## config.mk

```make
export PLATFORM = sky130hd
export DESIGN_NAME = load_store_unit
export DESIGN_NICKNAME = d
export VERILOG_FILES = /design/src/rtl/load_store_unit.sv
export SDC_FILE = /design/constraint.sdc
export NUM_CORES = 1
export LEC_CHECK = 0
export CAP_MARGIN = 5
export CORE_MARGIN = 8
export CORE_UTILIZATION = 47
export CTS_CLUSTER_DIAMETER = 50
export DETAILED_ROUTE_END_ITERATION = 10
export PLACE_DENSITY = 0.8
export SYNTH_ARGS = -nofsm -noshare
export SYNTH_HDL_FRONTEND = slang
export SYNTH_SLANG_ARGS = --single-unit
```

## constraint.sdc

```tcl
create_clock -name clk -period 2 [get_ports clk]
set_input_delay 0.2 -clock clk [delete_from_list [all_inputs] [get_ports clk]]
set_output_delay 0.2 -clock clk [all_outputs]
set_load 0.05 [all_outputs]
```

## src/rtl/load_store_unit.sv

```systemverilog
// Load/store unit between execute and a single-byte data memory.
// Halfwords are split into two little-endian byte accesses.
module load_store_unit #(
    parameter int ADDR_W   = 8,
    parameter bit SIGN_EXT = 1'b0
) (
    input  logic              clk,
    input  logic              rst_n,
    input  logic              req_valid,
    output logic              req_ready,
    input  logic              req_write,
    input  logic              req_wide,
    input  logic [ADDR_W-1:0] req_addr,
    input  logic [15:0]       req_wdata,
    output logic              resp_valid,
    output logic [15:0]       resp_data,
    output logic [ADDR_W-1:0] mem_addr,
    output logic [7:0]        mem_wdata,
    output logic              mem_read,
    output logic              mem_write,
    input  logic [7:0]        mem_rdata
);

    typedef enum logic [1:0] {
        IDLE,
        ACC_LO,
        ACC_HI,
        LATCH
    } state_t;

    state_t state;
    state_t state_nxt;

    logic              write_q;
    logic              wide_q;
    logic [ADDR_W-1:0] addr_q;
    logic [15:0]       wdata_q;
    logic [7:0]        lo_q;

    logic              accept;
    logic              done;
    logic              capture_lo;
    logic              load_done;
    logic [ADDR_W-1:0] addr_hi;
    logic [7:0]        ext;

    assign accept  = req_valid && req_ready;
    assign addr_hi = addr_q + ADDR_W'(1);
    assign ext     = SIGN_EXT ? {8{mem_rdata[7]}} : 8'h00;

    // State register; reset abandons any in-flight access.
    always_ff @(posedge clk or negedge rst_n) begin
        if (!rst_n) begin
            state <= IDLE;
        end else begin
            state <= state_nxt;
        end
    end

    // Next state, handshake and memory strobes; bus idle unless accessing.
    always_comb begin
        state_nxt  = state;
        req_ready  = 1'b0;
        mem_addr   = '0;
        mem_wdata  = 8'h00;
        mem_read   = 1'b0;
        mem_write  = 1'b0;
        done       = 1'b0;
        capture_lo = 1'b0;
        load_done  = 1'b0;
        unique case (state)
            IDLE: begin
                req_ready = rst_n;
                if (req_valid && rst_n) begin
                    state_nxt = ACC_LO;
                end
            end
            ACC_LO: begin
                mem_addr = addr_q;
                if (write_q) begin
                    mem_write = 1'b1;
                    mem_wdata = wdata_q[7:0];
                end else begin
                    mem_read = 1'b1;
                end
                if (wide_q) begin
                    state_nxt = ACC_HI;
                end else if (write_q) begin
                    state_nxt = IDLE;
                    done      = 1'b1;
                end else begin
                    state_nxt = LATCH;
                end
            end
            ACC_HI: begin
                mem_addr = addr_hi;
                if (write_q) begin
                    mem_write = 1'b1;
                    mem_wdata = wdata_q[15:8];
                    state_nxt = IDLE;
                    done      = 1'b1;
                end else begin
                    mem_read   = 1'b1;
                    capture_lo = 1'b1;
                    state_nxt  = LATCH;
                end
            end
            LATCH: begin
                done      = 1'b1;
                load_done = 1'b1;
                state_nxt = IDLE;
            end
            default: begin
                state_nxt = IDLE;
            end
        endcase
    end

    // Latch the request fields on acceptance.
    always_ff @(posedge clk or negedge rst_n) begin
        if (!rst_n) begin
            write_q <= 1'b0;
            wide_q  <= 1'b0;
            addr_q  <= '0;
            wdata_q <= 16'h0000;
        end else if (accept) begin
            write_q <= req_write;
            wide_q  <= req_wide;
            addr_q  <= req_addr;
            wdata_q <= req_wdata;
        end
    end

    // Low byte of a halfword load arrives while the high byte is read.
    always_ff @(posedge clk or negedge rst_n) begin
        if (!rst_n) begin
            lo_q <= 8'h00;
        end else if (capture_lo) begin
            lo_q <= mem_rdata;
        end
    end

    // Completion pulse and load result; stores leave resp_data alone.
    always_ff @(posedge clk or negedge rst_n) begin
        if (!rst_n) begin
            resp_valid <= 1'b0;
            resp_data  <= 16'h0000;
        end else begin
            resp_valid <= done;
            if (load_done) begin
                if (wide_q) begin
                    resp_data <= {mem_rdata, lo_q};
                end else begin
                    resp_data <= {ext, mem_rdata};
                end
            end
        end
    end

endmodule

```

==> results list <==
- Registers are responsible for 28.6% of the overall power.
- Crit path max-delay family: simple AND/OR/NAND/NOR gates
- Switching component of the power: 3.24 mW
- Fraction of layout instances using a drive strength above 1: 37.3%
* Final routed DRC violation total: 0
* Top cells by area, synth: sky130_fd_sc_hd__dfrtp_1 (53%), sky130_fd_sc_hd__mux2_2 (16%), sky130_fd_sc_hd__mux2i_1 (3.6%)
- Worst reg-to-reg path cell count: 5
- The filler cells instantiated in the layout total 361.
- At the worst endpoint, the arrival time is 1.86 ns.
- TritonCTS created 5 clock buffers.
- Number of antenna violations at the first check in global routing: 0
- The endpoint identified for the worst register-to-register timing path is lo_q[3]$_DFFE_PN0P_.
- In the finished design, the share of the clock period the worst path needs comes to 103%.
- Total of max-cap violations: 0
- Nets: 334
- Sequence of cells on the critical path: inv_2, ha_4, nand2_4, or4_4, nand3_4, buf_12
- Quantity of hold-fixing buffers added after cts: 0
* Synthesized netlist cell count: 209
* Logic gate share of total power: 62.0%
* Switching fraction of total power: 45.4%
- HPWL reported at the end of detailed placement: 4590 µm
- The die is 89.1 µm wide.
* Full die area: 0.00793 mm²
- The worst setup path is launched from a register.
- Final routed wirelength across all metal layers: 6800 µm
- The first global-routing pass estimated 10300 µm of wire.
* Power per unit of standard cell area: 1870 mW/mm²
- Tightest Pin Transition: 0.663 ns
- Layout Skew: 0.00513 ns
* # setup viols final: 4
- Peak supply drop: 0.000846 V
* Number of different library cells in the post-synthesis netlist: 35
* Diode insertion count for antenna repair: 0
* Layout overhead on the synthesized area: 51.9%
- Flops & latches, synth: 53
- For this run, the number of Yosys warnings is 0.
- Setup repair after global routing could not meet its margin everywhere.
* Clock latency reported for the late side of the worst-skew pair: 0.31 ns
- GRT overflow: 0
- Counting flops with an async set or reset pin after synthesis yields a share of 100%.
* Top cell type's share of synthesized area: 52.9%
* Reg-to-reg startpoint: state[1]$_DFFE_PN0P_
* Post-synthesis net count: 252
* Top FF cell, synth: sky130_fd_sc_hd__dfrtp_1
- Final GP Congestion: 0.794
* Internal power consumption: 3.90 mW
* Deepest level of the CTS H-tree: 2
- Number of synthesized flops with an enable pin: 0
* Most instantiated library cell after synthesis: sky130_fd_sc_hd__dfrtp_1
* Min setup slack post-route: -0.0577 ns
- The critical path contains buffers and inverters numbering 2 combined.
- Sort of element at the end of the critical path: primary output
- Worst slew margin relative to its limit: 55.8%
- Synth Cell Area: 0.00251 mm²
- Final count of pins violating max slew: 0
* Setup TNS after final layout: -0.118 ns
- The number of global-route vias before repair is 2039.
- The root buffer cell chosen for the clock tree is sky130_fd_sc_hd__clkbuf_8.
- Maximum buffer depth of the clock tree: 2
- Floorplan core area: 0.00514 mm²
- TritonRoute pass-1 iters: 4
* Fraction of the yosys area taken by sequential cells: 52.9%
* Core utilization of the finished layout: 74.1%
- Dividing the detail-routed wire length by the instance count gives 18.8 µm.
- CTS tree: done
* Vias post-DR: 2004
- During placement, the flow inserted port buffers numbering 72.
* Slowest-stage cell, CP: sky130_fd_sc_hd__or4_4
- Maximum fanout along the worst path: 4
- Clock transition at path regs: 0.10 ns
- Starting Density: 48.8%
- The tree built by TritonCTS fans out to 53 sinks.
* DIE HEIGHT: 89.1 µm
* Longest individual stage delay on the worst path: 0.49 ns
* Detailed router's first-iteration violation count: 64
- The setup check on the worst reg-to-reg path leaves a slack of 0.26 ns.
* Leakage power summed over all cells: 1.65 nW
- The run finished, with violations left.
* Min Clock Period, post-route: 2.06 ns
* Violated checks: negative setup slack
* Routed Antenna Nets: 0
* Number of rows in the core area: 26
- All-layer global routing usage: 16.9%
- Per report_power, the clock group accounts for 9.4% of the total.
* Most used standard cells in the synthesized netlist: sky130_fd_sc_hd__dfrtp_1 (53), sky130_fd_sc_hd__mux2_2 (35), sky130_fd_sc_hd__nor2_1 (19)
- Synth area leader: sky130_fd_sc_hd__dfrtp_1
* Largest net degree at the start of global routing: 54
* Number of placed I/O pins: 73
- Hold violation count in the final report: 0
- Vias per cell: 5.54
* Critical Path RT: 1.80 ns
- Timing would allow up to 486 MHz.
- The critical path in this run is classified as reg -> out.
- Synthesized area divided by synthesized cell count: 12.0 µm²
- Class of the tightest hold or removal check: in -> async
-- cell type report --
cell class	count	area [µm²]	area share, %
Clock buffer	6	82.6	2.17
Clock inverter	2	17.5	0.460
Inverter	5	18.8	0.493
Multi-Input combinational cell	139	1230	32.3
Sequential cell	53	1330	34.8
Tap cell	70	87.6	2.30
Timing Repair Buffer	87	1050	27.5
-- power groups by stage --
stage / sequential [mW] / clock (mW) / combinational, mW
CTS: 2.01 / 0.677 / 4.25
global placement: 2.01 / 0 / 3.94
finish: 2.04 / 0.669 / 4.43
floorplan: 2.49 / 0 / 2.00
detailed placement: 2.05 / 0 / 4.03
global route: 2.11 / 0.727 / 4.68
-- worst max-delay path by stage --
stage	cells past startpoint	start	to
after floorplan	6	state[0]$_DFFE_PN0P_	mem_wdata[4]
after global placement	6	state[0]$_DFFE_PN0P_	mem_addr[7]
after detailed placement	6	state[0]$_DFFE_PN0P_	mem_wdata[6]
after CTS	6	state[1]$_DFFE_PN0P_	mem_wdata[6]
after global routing	6	state[1]$_DFFE_PN0P_	mem_addr[5]
final	6	state[1]$_DFFE_PN0P_	mem_addr[5]
-- cell usage in the layout (no fill, tap or decap), types with 2 or more instances in the layout --
cell / instances
sky130_fd_sc_hd__a21oi_1: 9
sky130_fd_sc_hd__a22o_1: 9
sky130_fd_sc_hd__a22oi_1: 8
sky130_fd_sc_hd__a22oi_2: 2
sky130_fd_sc_hd__and2_1: 2
sky130_fd_sc_hd__and3_2: 2
sky130_fd_sc_hd__buf_12: 21
sky130_fd_sc_hd__buf_4: 12
sky130_fd_sc_hd__clkbuf_8: 6
sky130_fd_sc_hd__clkdlybuf4s50_1: 52
sky130_fd_sc_hd__dfrtp_1: 53
sky130_fd_sc_hd__ha_1: 2
sky130_fd_sc_hd__ha_4: 3
sky130_fd_sc_hd__inv_1: 2
sky130_fd_sc_hd__inv_2: 2
sky130_fd_sc_hd__mux2_2: 35
sky130_fd_sc_hd__mux2i_1: 9
sky130_fd_sc_hd__nand2_1: 4
sky130_fd_sc_hd__nand2_4: 2
sky130_fd_sc_hd__nand3_1: 4
sky130_fd_sc_hd__nand3_2: 3
sky130_fd_sc_hd__nand3_4: 2
sky130_fd_sc_hd__nor2_1: 11
sky130_fd_sc_hd__nor2_2: 7
sky130_fd_sc_hd__nor2b_1: 3
sky130_fd_sc_hd__o2111ai_1: 2
sky130_fd_sc_hd__o21ai_0: 2
sky130_fd_sc_hd__or4_4: 3
-- timing repair --
| action | CTS | global route |
|---|---|---|
| buffers inserted | 7 | 2 |
| endpoints found under the setup margin | 16 | 15 |
| resized for setup | 14 | 17 |
| pin swaps | 4 | 6 |
-- flip-flops by register name (all words and copies together), names as in the netlist --
signal,flops
addr_q,8
lo_q,8
resp_data,16
resp_valid,1
state,2
wdata_q,16
wide_q,1
write_q,1
-- layer usage --
metal	global-route usage, %	wire length, µm	up-vias
met5	0	0	-
met4	7.10	155	0
met3	4.04	311	15
met2	28.0	3530	57
met1	20.5	2800	1023
li1	-	-	909
-- metrics by stage --
step	setup slack, ns	cell area [µm²]	std cells	power [mW]	hold WS, ns
final	-0.0577	3810	362	7.14	0.0620
after floorplan	-0.0265	2520	209	4.49	-0.0956
after global placement	0.163	3500	345	5.95	0.417
after CTS	-0.0287	3710	360	6.93	0.0898
after global routing	-0.127	3810	362	7.51	0.128
after detailed placement	0.119	3500	345	6.08	0.432
-- kinds of logic after synthesis --
family	synth area share (%)
and+or+nand+nor	9.98
AOI/OAI and AO/OA	11.0
muxes	19.3
xor gates and xnor gates	0.349
DFF	52.9
buffers and inverters	3.49
adders and majority gates	2.99
Power figures use the tool's default switching activity.
